### config.mk
export PLATFORM = sky130hd
export DESIGN_NAME = gc_controller_poller_flat
export DESIGN_NICKNAME = d
export VERILOG_FILES = /design/src/rtl/gc_controller_poller_if.sv /design/src/rtl/gc_controller_poller.sv /design/src/flat_wrapper.sv
export SDC_FILE = /design/constraint.sdc
export NUM_CORES = 1
export LEC_CHECK = 0
export ABC_CLOCK_PERIOD_IN_PS = 9700
export CAP_MARGIN = 20
export CORE_ASPECT_RATIO = 0.75
export CORE_MARGIN = 2
export CORE_UTILIZATION = 40
export DETAILED_ROUTE_END_ITERATION = 10
export HOLD_SLACK_MARGIN = 0.12
export SYNTH_ARGS = -nofsm -noshare
export SYNTH_HDL_FRONTEND = slang
export SYNTH_SLANG_ARGS = --single-unit
### constraint.sdc
create_clock -name clk -period 9.7 [get_ports clk]
set_input_delay 1.94 -clock clk [delete_from_list [all_inputs] [get_ports clk]]
set_output_delay 1.94 -clock clk [all_outputs]
set_load 0.02 [all_outputs]
### src/rtl/gc_controller_poller_if.sv
// gc_controller_poller_if: open-drain controller line plus decoded controller status bus
// data_in  raw line level seen at the pad (driven by the pad side)
// data_oe  1 = pull the line low, 0 = release to the pull-up
// A..D_LEFT digital buttons, JOY/C_STICK/TRIGGER analog bytes, update pulse, connected flag
interface gc_controller_poller_if;
  logic data_in, data_oe;
  logic A, B, X, Y, start_pause, L, R, Z, D_UP, D_DOWN, D_RIGHT, D_LEFT;
  logic [7:0] JOY_X, JOY_Y, C_STICK_X, C_STICK_Y, L_TRIGGER, R_TRIGGER;
  logic update, connected;
  modport master (
    input data_in,
    output data_oe, A, B, X, Y, start_pause, L, R, Z, D_UP, D_DOWN, D_RIGHT, D_LEFT,
    output JOY_X, JOY_Y, C_STICK_X, C_STICK_Y, L_TRIGGER, R_TRIGGER, update, connected
  );
  modport slave (
    output data_in,
    input data_oe, A, B, X, Y, start_pause, L, R, Z, D_UP, D_DOWN, D_RIGHT, D_LEFT,
    input JOY_X, JOY_Y, C_STICK_X, C_STICK_Y, L_TRIGGER, R_TRIGGER, update, connected
  );
endinterface

### src/rtl/gc_controller_poller.sv
// gc_controller_poller: GameCube controller link master, polls 0x400300 and decodes the 64-bit reply
// clk    system clock
// reset  asynchronous, active-high
// bus    gc_controller_poller_if.master: line (data_in/data_oe) and registered decoded outputs
module gc_controller_poller #(
  parameter int US_CYCLES      = 100,
  parameter int POLL_PERIOD_US = 1000,
  parameter int FIRST_TO_US    = 100,
  parameter int BIT_TO_US      = 8
) (
  input logic clk,
  input logic reset,
  gc_controller_poller_if.master bus
);
  localparam int POLL = POLL_PERIOD_US * US_CYCLES;
  localparam int PW = $clog2(POLL);
  localparam int CW = $clog2((FIRST_TO_US + BIT_TO_US + 4) * US_CYCLES);
  localparam logic [24:0] TX_WORD = {24'h400300, 1'b1};
  localparam logic [CW-1:0] C_1US = CW'(US_CYCLES - 1);
  localparam logic [CW-1:0] C_3US = CW'(3 * US_CYCLES - 1);
  localparam logic [CW-1:0] C_4US = CW'(4 * US_CYCLES - 1);
  localparam logic [CW-1:0] C_SAMP = CW'(2 * US_CYCLES - 1);
  localparam logic [CW-1:0] C_FTO = CW'(FIRST_TO_US * US_CYCLES - 1);
  localparam logic [CW-1:0] C_BTO = CW'(BIT_TO_US * US_CYCLES - 1);
  typedef enum logic [2:0] {IDLE, TX_LOW, TX_HIGH, RX_WAIT, RX_SAMPLE, RX_STOP, CHECK} state_t;
  state_t state;
  logic [PW-1:0] poll_cnt;
  logic [CW-1:0] cnt;
  logic [4:0] tx_bit;
  logic [6:0] rx_bit;
  logic [63:0] resp;
  logic [2:0] sync;
  logic pending, err, stop_seen;
  logic expire, fall, tx_val, ok;
  logic [CW-1:0] low_end, high_end, rx_to;
  always_comb begin
    expire = poll_cnt == PW'(POLL - 1);
    fall = sync[2] & ~sync[1];
    tx_val = TX_WORD[5'd24 - tx_bit];
    low_end = tx_val ? C_1US : C_3US;
    high_end = tx_val ? C_3US : C_1US;
    rx_to = rx_bit == 7'd0 ? C_FTO : C_BTO;
    ok = !err && resp[63:61] == 3'b000 && resp[55];
  end
  // cnt is reset on each detected response edge and left running through RX_SAMPLE,
  // so the bit-to-bit timeout is measured edge to edge rather than from the sample point.
  always_ff @(posedge clk or posedge reset)
    if (reset) begin
      state <= IDLE;
      poll_cnt <= '0;
      cnt <= '0;
      tx_bit <= '0;
      rx_bit <= '0;
      resp <= '0;
      sync <= '1;
      pending <= 1'b0;
      err <= 1'b0;
      stop_seen <= 1'b0;
      bus.data_oe <= 1'b0;
      bus.update <= 1'b0;
      bus.connected <= 1'b0;
      {bus.start_pause, bus.Y, bus.X, bus.B, bus.A} <= 5'd0;
      {bus.L, bus.R, bus.Z, bus.D_UP, bus.D_DOWN, bus.D_RIGHT, bus.D_LEFT} <= 7'd0;
      {bus.JOY_X, bus.JOY_Y, bus.C_STICK_X, bus.C_STICK_Y, bus.L_TRIGGER, bus.R_TRIGGER} <= 48'h8080_8080_0000;
    end else begin
      sync <= {sync[1:0], bus.data_in};
      poll_cnt <= expire ? '0 : poll_cnt + 1'b1;
      pending <= state != IDLE && (pending || expire);
      cnt <= cnt + 1'b1;
      bus.update <= 1'b0;
      case (state)
        IDLE:
          if (expire || pending) begin
            state <= TX_LOW;
            bus.data_oe <= 1'b1;
            cnt <= '0;
            tx_bit <= '0;
            err <= 1'b0;
          end
        TX_LOW:
          if (cnt == low_end) begin
            state <= TX_HIGH;
            bus.data_oe <= 1'b0;
            cnt <= '0;
          end
        TX_HIGH:
          if (cnt == high_end) begin
            cnt <= '0;
            if (tx_bit == 5'd24) begin
              state <= RX_WAIT;
              rx_bit <= '0;
            end else begin
              state <= TX_LOW;
              bus.data_oe <= 1'b1;
              tx_bit <= tx_bit + 1'b1;
            end
          end
        RX_WAIT:
          if (fall) begin
            state <= RX_SAMPLE;
            cnt <= '0;
          end else if (cnt == rx_to) begin
            state <= CHECK;
            err <= 1'b1;
          end
        RX_SAMPLE:
          if (cnt == C_SAMP) begin
            resp <= {resp[62:0], sync[1]};
            rx_bit <= rx_bit + 1'b1;
            stop_seen <= 1'b0;
            state <= rx_bit == 7'd63 ? RX_STOP : RX_WAIT;
          end
        RX_STOP:
          if (!stop_seen && fall) begin
            stop_seen <= 1'b1;
            cnt <= '0;
          end else if (!stop_seen && cnt == C_BTO) begin
            state <= CHECK;
            err <= 1'b1;
          end else if (stop_seen && cnt == C_4US) begin
            state <= CHECK;
          end
        CHECK: begin
          state <= IDLE;
          bus.connected <= ok;
          if (ok) begin
            bus.update <= 1'b1;
            {bus.start_pause, bus.Y, bus.X, bus.B, bus.A} <= resp[60:56];
            {bus.L, bus.R, bus.Z, bus.D_UP, bus.D_DOWN, bus.D_RIGHT, bus.D_LEFT} <= resp[54:48];
            {bus.JOY_X, bus.JOY_Y, bus.C_STICK_X, bus.C_STICK_Y, bus.L_TRIGGER, bus.R_TRIGGER} <= resp[47:0];
          end
        end
        default: state <= IDLE;
      endcase
    end
endmodule
### src/flat_wrapper.sv
// flat-port wrapper written by rule: the top's interface ports become plain ports
module gc_controller_poller_flat 
#(
  parameter int US_CYCLES      = 100,
  parameter int POLL_PERIOD_US = 1000,
  parameter int FIRST_TO_US    = 100,
  parameter int BIT_TO_US      = 8
)
  (clk, reset, bus_data_in, bus_data_oe, bus_A, bus_B, bus_X, bus_Y, bus_start_pause, bus_L, bus_R, bus_Z, bus_D_UP, bus_D_DOWN, bus_D_RIGHT, bus_D_LEFT, bus_JOY_X, bus_JOY_Y, bus_C_STICK_X, bus_C_STICK_Y, bus_L_TRIGGER, bus_R_TRIGGER, bus_update, bus_connected);
  gc_controller_poller_if bus_i ();
  input logic clk;
  input logic reset;
  input wire logic [$bits(bus_i.data_in)-1:0] bus_data_in;
  output wire logic [$bits(bus_i.data_oe)-1:0] bus_data_oe;
  output wire logic [$bits(bus_i.A)-1:0] bus_A;
  output wire logic [$bits(bus_i.B)-1:0] bus_B;
  output wire logic [$bits(bus_i.X)-1:0] bus_X;
  output wire logic [$bits(bus_i.Y)-1:0] bus_Y;
  output wire logic [$bits(bus_i.start_pause)-1:0] bus_start_pause;
  output wire logic [$bits(bus_i.L)-1:0] bus_L;
  output wire logic [$bits(bus_i.R)-1:0] bus_R;
  output wire logic [$bits(bus_i.Z)-1:0] bus_Z;
  output wire logic [$bits(bus_i.D_UP)-1:0] bus_D_UP;
  output wire logic [$bits(bus_i.D_DOWN)-1:0] bus_D_DOWN;
  output wire logic [$bits(bus_i.D_RIGHT)-1:0] bus_D_RIGHT;
  output wire logic [$bits(bus_i.D_LEFT)-1:0] bus_D_LEFT;
  output wire logic [$bits(bus_i.JOY_X)-1:0] bus_JOY_X;
  output wire logic [$bits(bus_i.JOY_Y)-1:0] bus_JOY_Y;
  output wire logic [$bits(bus_i.C_STICK_X)-1:0] bus_C_STICK_X;
  output wire logic [$bits(bus_i.C_STICK_Y)-1:0] bus_C_STICK_Y;
  output wire logic [$bits(bus_i.L_TRIGGER)-1:0] bus_L_TRIGGER;
  output wire logic [$bits(bus_i.R_TRIGGER)-1:0] bus_R_TRIGGER;
  output wire logic [$bits(bus_i.update)-1:0] bus_update;
  output wire logic [$bits(bus_i.connected)-1:0] bus_connected;
  assign bus_i.data_in = bus_data_in;
  assign bus_data_oe = bus_i.data_oe;
  assign bus_A = bus_i.A;
  assign bus_B = bus_i.B;
  assign bus_X = bus_i.X;
  assign bus_Y = bus_i.Y;
  assign bus_start_pause = bus_i.start_pause;
  assign bus_L = bus_i.L;
  assign bus_R = bus_i.R;
  assign bus_Z = bus_i.Z;
  assign bus_D_UP = bus_i.D_UP;
  assign bus_D_DOWN = bus_i.D_DOWN;
  assign bus_D_RIGHT = bus_i.D_RIGHT;
  assign bus_D_LEFT = bus_i.D_LEFT;
  assign bus_JOY_X = bus_i.JOY_X;
  assign bus_JOY_Y = bus_i.JOY_Y;
  assign bus_C_STICK_X = bus_i.C_STICK_X;
  assign bus_C_STICK_Y = bus_i.C_STICK_Y;
  assign bus_L_TRIGGER = bus_i.L_TRIGGER;
  assign bus_R_TRIGGER = bus_i.R_TRIGGER;
  assign bus_update = bus_i.update;
  assign bus_connected = bus_i.connected;
  gc_controller_poller #(.US_CYCLES(US_CYCLES), .POLL_PERIOD_US(POLL_PERIOD_US), .FIRST_TO_US(FIRST_TO_US), .BIT_TO_US(BIT_TO_US)) u_core (.clk(clk), .reset(reset), .bus(bus_i));
endmodule
## After elaboration in Yosys (flattened, before gate mapping)

Memory sizes are Yosys's and may differ from the RTL's.
Index checks and enable logic that the tools add are counted.

- Equal/unequal tests: 28
- Multiplexer cells: 47
- Add/subtract/negate cells: 5
- Bitwise operators: 2
- Reductions and logical operators: 26
- $lt $le $gt $ge: 1

Operator list:

| kind | number |
|---|---|
| $mux 14 | 6 |
| $pmux 14 s5 | 1 |
| $eq 14x14->1 | 3 |
| $mux 3 | 10 |
| $mux 7 | 3 |
| $mux 9 | 2 |
| $pmux 3 s6 | 1 |
| $add 17x1->17 const B | 1 |
| $eq 17x17->1 const B | 1 |
| $mux 17 | 1 |
| $ne 2x1->1 const B | 8 |
| $mux 5 | 3 |
| $add 14x1->14 const B | 1 |
| $eq 14x10->1 const B | 1 |
| $eq 14x8->1 const B | 1 |
| $eq 14x9->1 const B | 1 |
| $mux 1 | 14 |
| $pmux 7 s2 | 1 |
| $pmux 5 s2 | 1 |
| $eq 3x3->1 const B | 3 |
| $reduce_bool 3->1 | 3 |
| $reduce_and 4->1 | 2 |
| $add 7x1->7 const B | 1 |
| $eq 7x6->1 const B | 1 |
| 24 further kinds | 39 |

- Memories kept: 1
- Bits of input ports: 3
- Register bits after elaboration: 179
- Bits in read-only memories: 32
- Word-level logic and storage cells: 141

Memories:

| memory | words | bits a word | rd ports | clocked after Yosys merged registers in | wr ports | line | text |
|---|---|---|---|---|---|---|---|
| (no name shown) | 32 | 1 | 1 | 0 | 0 | gc_controller_poller.sv:39 | `tx_val = TX_WORD[5'd24 - tx_bit];` |

## Depth between registers and ports, before layout

Gate-level depths: netlist of the first run.

- Depth after elaboration: 7
- Mapped depth: 10

## Worst setup path after synthesis of the first run

Ideal clock, no wire load.

- Kind: flip-flop to flip-flop
- Start: register u_core.tx_bit[0]
- End: register u_core.tx_bit[3]
- Path slack: 6.924 ns
- Period minus slack after synthesis: 2.776 ns
- Path buffers: 0
- Cell stages (with the launch flop): 10
- Arrival time: 2.651 ns
- Library setup time: 0.125 ns
- Cell sequence: dfrtp_1 -> inv_1 -> ha_1 -> and2b_2 -> o2111a_1 -> o32a_1 -> or4_4 -> o21a_2 -> nand3_1 -> mux2_2

- Cells in the longest elaborated chain, start to end: 7

Ends and longest elaborated chain:

| item | line | text |
|---|---|---|
| from (decl) | gc_controller_poller.sv:29 | `logic [4:0] tx_bit;` |
| from (signal assigned) | gc_controller_poller.sv:95 | `tx_bit <= tx_bit + 1'b1;` |
| $sub 5x5->5 | gc_controller_poller.sv:39 |  |
| $mem_v2 32x1 | -- |  |
| $mux 1 (implied by the code) | gc_controller_poller.sv:39 |  |
| $mux 9 | gc_controller_poller.sv:41 | `high_end = tx_val ? C_3US : C_1US;` |
| $eq 14x14->1 | gc_controller_poller.sv:87 | `if (cnt == high_end) begin` |
| $ne 2x1->1 (no line) | -- |  |
| $reduce_and 4->1 (no line) | -- |  |

Parallel ways exist; a longest one is shown, timed or not. The select of a mux whose other input is x is not followed.
A chain may end at the register's enable or synchronous reset.

==> results.cfg, run 1 <==
[clock_tree]
worstSkewPairLatency_ps = 430
numCtsBuffers = 17
ctsLongestPathBuffers = 2
post_cts_buffers = 0
cts.repair.resized = 0
clk_pin_slew_ps = 60
cts_tree = done
cts_hold_buffers = 0
clkSinkCount = 179
htree_num_levels = 4
cts_root_buf = clkbuf_16

[finish]
layout-drive-gt1-share_pct = 18.1
final_core_utilization_pct = 48.6
num_antenna_cells = 0
stdcell_count = 1071
nets = 816
area_growth_pct = 19.3

[power_and_ir_drop]
p_total_w = 0.00148
powerDensity_nw_per_um2 = 158
vdd_ir_drop_max_uv = 89.4
power.leakage_nw = 4.55

[global_route]
grtUsageTotal_pct = 15.8
grt_max_degree = 107
grtUsageMet3_pct = 3.74
antenna_found_initial = 0
met1_usage_pct = 22.4
busiest_layer = met2
grt_pass1_vias = 5353
overflow = 0
grt_util_met2_pct = 24.0
grt_pass1_wl_mm = 26.9

[hold_path]
min-delay-start = u_core.sync[0]
hold_end = u_core.sync[1]
holdPathStages = 0
hold_path_class = register to register

[setup_path]
reg2reg_to = u_core.cnt[3]
critPathMaxStageDelay_ps = 850
cp_top_family = buffers and inverters
cp.required_ps = 10120
ff2ff_setup_slack_ps = 6400
path_class = input port to asynchronous set/reset pin
slowest_stage = buf_4
r2r.worst_path.cells = 9
start_kind = input port
crit_arrival_ps = 4030
worstReg2RegStart = u_core.tx_bit[0]
crit_chain = clkdlybuf4s50_1, inv_6, buf_4
crit_path_max_fanout = 106
endpoint_kind = asynchronous set/reset pin
path_buf_inv = 3
cp.depth = 3

[yosys]
synth-adder-area-share_pct = 1.28
synth-xor-area-share_pct = 3.13
synthTopCellsByArea = dfrtp_1, nand2_1, mux2_2
ys.flop_type = dfrtp_1
synth-simple-area-share_pct = 21.1
synth_top_family_by_area = simple AND/OR/NAND/NOR gates
synth.cell_area_um2 = 7840
ys_warn_count = 0
syn_nets = 754
yosysTopAreaCellShare_pct = 54.9
synthArstFlopShare_pct = 100
syn-mean-instance-area_um2 = 10.6
yosysUniqueCellTypes = 71
synth_mux_area_share_pct = 9.48
yosysSeqAreaShare_pct = 57.2
yosysTopAreaCell = dfrtp_1
ys_ff_latch = 179
synth-compound-area-share_pct = 5.44
synth_edf_count = 0
syn_inst = 743

[placed_design]
routabilityCongestion = 0.788
port_buffers = 65
dp_cells = 1039
place_hpwl_mm = 10.1

[sta]
slew_violations = 0
rsz0062_at_grt = false
clock-skew-final_ps = 14.6
fmax_mhz = 277
period_needed_ps = 3610
finalSetupTns_ps = 0
hold_viol = 0
setup_viol = 0
finalCritPeriodShare_pct = 37.2
worst_pin_slew_ps = 935
max_slew_margin_pct = 37.6

[floorplan]
die_w_um = 166
die-area_um2 = 20800
die_h_um = 125
io_pins = 66
rows = 44
start_util_pct = 40.7
coreArea_um2 = 19300

[detailed_routing]
num_vias = 5474
via_per_inst = 5.11
ant_nets = 0
routed_wl_mm = 15.7
drtIter0Drc = 422
firstDrtPassIters = 5
wire_per_inst_um = 14.7
drc_errors = 0

[status]
status = finished clean

[flow_run]
maxCapViolCount = 0
metal layers:
layer / vias to the layer above / part of all wire (%) / routed length (um)
met5: - / 0 / 0
met4: 0 / 1.2 / 188
met3: 18 / 3.8 / 592
met2: 97 / 45 / 7160
met1: 2739 / 50 / 7800
li1: 2620 / - / -
where the power goes:
part           internal, W  switching [W]  leakage, nW
clock network     0.000428       0.000290        0.305
registers         0.000748    0.000000295         2.45
logic           0.00000121      0.0000145         1.80
total              0.00118       0.000305         4.55
state kept, by name, summed over array words and instances, names as in the netlist, 3 cells and up:
signal,count
u_core.tx_bit,5
u_core.state,3
u_core.rx_bit,7
u_core.bus.JOY_X,8
u_core.bus.L_TRIGGER,8
u_core.bus.JOY_Y,8
u_core.poll_cnt,17
u_core.bus.C_STICK_X,8
u_core.bus.R_TRIGGER,8
u_core.bus.C_STICK_Y,8
u_core.sync,3
u_core.resp,64
u_core.cnt,14
final cells by class:
cell class | instances | area, um2
Clock buffer | 21 | 470
Clock inverter | 11 | 150
Fill cell | 1742 | 9910
Inverter | 14 | 57.6
Multi-Input combinational cell | 523 | 3190
Sequential cell | 179 | 4490
Tap cell | 253 | 317
Timing Repair Buffer | 70 | 688
logic make-up after synthesis:
family          count (synthesis)
mux                            66
compound gates                 57
buf+inv                        41
simple gates                  364
flops                         179
xor+xnor                       28
fa+ha+maj                       8
worst max-delay path by stage:
stage | slack (ps) | endpoint | from
after CTS | 5970 | u_core.rx_bit[0] | reset
final | 6090 | u_core.cnt[11] | reset
after global placement | 5580 | u_core.poll_cnt[0] | reset
after detailed placement | 5510 | u_core.poll_cnt[0] | reset
after global routing | 5690 | u_core.rx_bit[0] | reset
after floorplan | 2910 | u_core.bus.A | reset
Yosys cell counts, drive strengths merged, types with 5 or more instances:
cell,n
nor2,46
nand3,18
clkbuf,14
nand2,223
dfrtp,172
buf,13
o21ai,10
mux2,63
nor3,14
a31o,7
nand4,8
xor2,14
nor4,5
a21oi,9
inv,14
nor2b,6
ha,8
xnor2,14
and3,11
dfstp,7
cell usage in the layout, fill, tap and decap left out, types with 4 or more instances in the layout:
cell type | netlist | routed
a21oi_1 | 7 | 7
o31ai_1 | 4 | 4
nor2b_1 | 6 | 6
inv_1 | 14 | 13
dfstp_2 | 7 | 7
dfrtp_1 | 172 | 172
nand2_1 | 223 | 222
clkbuf_16 | 0 | 17
nor3_1 | 14 | 13
xnor2_1 | 14 | 14
and3_1 | 10 | 10
xor2_1 | 14 | 14
nor2_2 | 10 | 10
buf_4 | 2 | 5
clkdlybuf4s50_1 | 0 | 65
ha_1 | 8 | 8
mux2_2 | 61 | 61
or2_2 | 4 | 4
nand4_1 | 8 | 8
nand3_1 | 18 | 18
o21ai_0 | 8 | 8
nor2_1 | 36 | 36
a31o_2 | 6 | 6
metrics by stage:
| stage | hold slack, ps | area [um2] | setup WS [ps] |
|---|---|---|---|
| global route | 367 | 9360 | 5690 |
| CTS | 361 | 9360 | 5970 |
| detailed placement | 350 | 8740 | 5510 |
| global placement | 348 | 8740 | 5580 |
| floorplan | 345 | 7840 | 2910 |
| finish | 361 | 9360 | 6090 |
Note: power is estimated with default switching activity, not from simulation.
==> run 2: changes to the inputs <==
- ABC_CLOCK_PERIOD_IN_PS: 9700 -> 3500
- clock period: 9.7 -> 3.5 ns (I/O delays scaled with it)
==> run 2 against run 1 <==
  * Cell count barely moved
  * Final area grew 0.64%
  * Worst hold slack got worse by 3.7 ps
  * Non-clock buffer count rose by 2
  * Clock-buffer cell count decreased by 4
  * Clock power grew to 2.8 times the previous value
  * Routed wire length is essentially flat
==> results.cfg, run 2 (same netlist as run 1, synthesis figures left out) <==
[floorplan]
die_h_um = 125
coreArea_um2 = 19300
die-area_um2 = 20800
io_pins = 66
die_w_um = 166
start_util_pct = 40.7
rows = 44

[setup_path]
crit_path_max_fanout = 9
cp.required_ps = 3810
crit_chain = inv_1, ha_1, and2b_2, o2111a_1, o32a_1, or4_4, o21a_2, nand3_1, mux2_1
slowest_stage = dfrtp_1
cp_top_family = compound AO/OA/AOI/OAI gates
endpoint_kind = register
path_buf_inv = 1
path_class = register to register
crit_arrival_ps = 3380
critPathMaxStageDelay_ps = 480
start_kind = register

[power_and_ir_drop]
powerDensity_nw_per_um2 = 438
power.leakage_nw = 4.56
vdd_ir_drop_max_uv = 273

[detailed_routing]
drc_errors = 0
firstDrtPassIters = 4
ant_nets = 0
wire_per_inst_um = 14.7
via_per_inst = 5.04
drtIter0Drc = 361
num_vias = 5405
routed_wl_mm = 15.8

[clock_tree]
cts_root_buf = clkbuf_16
clk_pin_slew_ps = 70
clkSinkCount = 179
worstSkewPairLatency_ps = 430
ctsLongestPathBuffers = 2
cts_tree = done
numCtsBuffers = 17
post_cts_buffers = 0
cts_hold_buffers = 0
htree_num_levels = 4

[sta]
finalSetupTns_ps = 0
rsz0062_at_grt = false
clock-skew-final_ps = 7.62
worst_pin_slew_ps = 1100
fmax_mhz = 326
max_slew_margin_pct = 25.8
slew_violations = 0
period_needed_ps = 3070
finalCritPeriodShare_pct = 87.8
worst_hold_slack_ps = 357
hold_viol = 0
setup_viol = 0

[finish]
num_antenna_cells = 0
final_cell_mix = nand2_1, dfrtp_1, clkdlybuf4s50_1
nets = 818
final_core_utilization_pct = 48.9
area_growth_pct = 20.1
final_common_cell = nand2_1
layout-drive-gt1-share_pct = 18.3
nFillCells = 1777
largest_reg_flops = 64
top_register = u_core.resp
largestRegisters = u_core.resp (64), u_core.poll_cnt (17), u_core.cnt (14)

[global_route]
overflow = 0
grt_pass1_vias = 5328
grtUsageTotal_pct = 15.8
grt_max_degree = 151
grt_pass1_wl_mm = 27.0
antenna_found_initial = 0

[status]
status = finished clean

[placed_design]
place_hpwl_mm = 10.4
routabilityCongestion = 0.835
port_buffers = 65

[hold_path]
hold_path_class = register to register

[flow_run]
maxCapViolCount = 0
-- run 2: cell count changes in the layout (fill, tap and decap cells not counted) --
cell        change
inv_6           +2
a21oi_2         -1
clkbuf_1        -1
inv_8           +1
a21oi_4         +1
clkbuf_8        -3
buf_4           -1
buf_12          +3
clkinv_2        -3
clkinv_8        +1
clkinvlp_4      +2
-- run 2: path summary, 6_finish.rpt --
| kind | cells after the start | slack (ps) | endpoint | from |
|---|---|---|---|---|
| setup / recovery | 9 | 430 | u_core.tx_bit[4] | u_core.tx_bit[0] |
| hold / removal | 0 | 360 | u_core.sync[1] | u_core.sync[0] |
| setup reg to reg | 9 | 430 | u_core.tx_bit[4] | u_core.tx_bit[0] |
| hold reg to reg | 0 | 360 | u_core.sync[1] | u_core.sync[0] |
| max in group asynchronous | 3 | 2050 | u_core.resp[20] | reset |
| min in group asynchronous | 3 | 740 | u_core.bus.B | reset |
-- run 2: cell type report --
class,instances,area (um2),area share [%]
tap,253,317,3.36
multi-input combinational,523,3190,33.9
clock inverter,14,196,2.09
timing repair buffer,72,741,7.87
clock buffer,17,425,4.52
inverter,14,56.3,0.598
sequential,179,4490,47.7
-- run 2: report_power, final --
part	total [W]	leakage, nW	switching, W	internal (W)
Clock	0.00201	0.298	0.000861	0.00115
Sequential	0.00207	2.45	0.000000715	0.00207
Combinational	0.0000459	1.81	0.0000403	0.00000565
-- run 2: worst register-to-register path: stages (launching register included) --
cell      delay (ps)
dfrtp_1          480
inv_1            210
ha_1             320
and2b_2          250
o2111a_1         260
o32a_1           400
or4_4            450
o21a_2           170
nand3_1           90
mux2_1           330
-- run 2: per-layer routing --
layer	GRT usage, %	vias up	share of wire (%)
met5	0	-	0
met1	22.3	2714	50
met3	3.99	12	3.0
met4	4.14	0	0.94
li1	-	2617	-
met2	24.6	62	46
-- run 2: timing repair --
action                                  4_1_cts  5_1_grt
endpoints found under the setup margin        0       14
gates resized for setup                       0        1
hold endpoints to repair                      0        0
-- run 2: stage by stage --
stage | std cells | instance area (um2) | power (W) | setup slack, ps
6_report | 1072 | 9420 | 0.00413 | 428
5_1_grt | 1072 | 9420 | 0.00428 | 146
4_1_cts | 1072 | 9410 | 0.00419 | 181
3_5_place_dp | 1041 | 8790 | 0.00216 | 203
3_3_place_gp | 1041 | 8790 | 0.00216 | 387
2_1_floorplan | 743 | 7850 | 0.00214 | 511
==> run 3: changes to the inputs <==
- SKIP_LAST_GASP: default -> 1
==> results of run 3 <==
Final layout, timing and power as in run 2 (identical DEF).
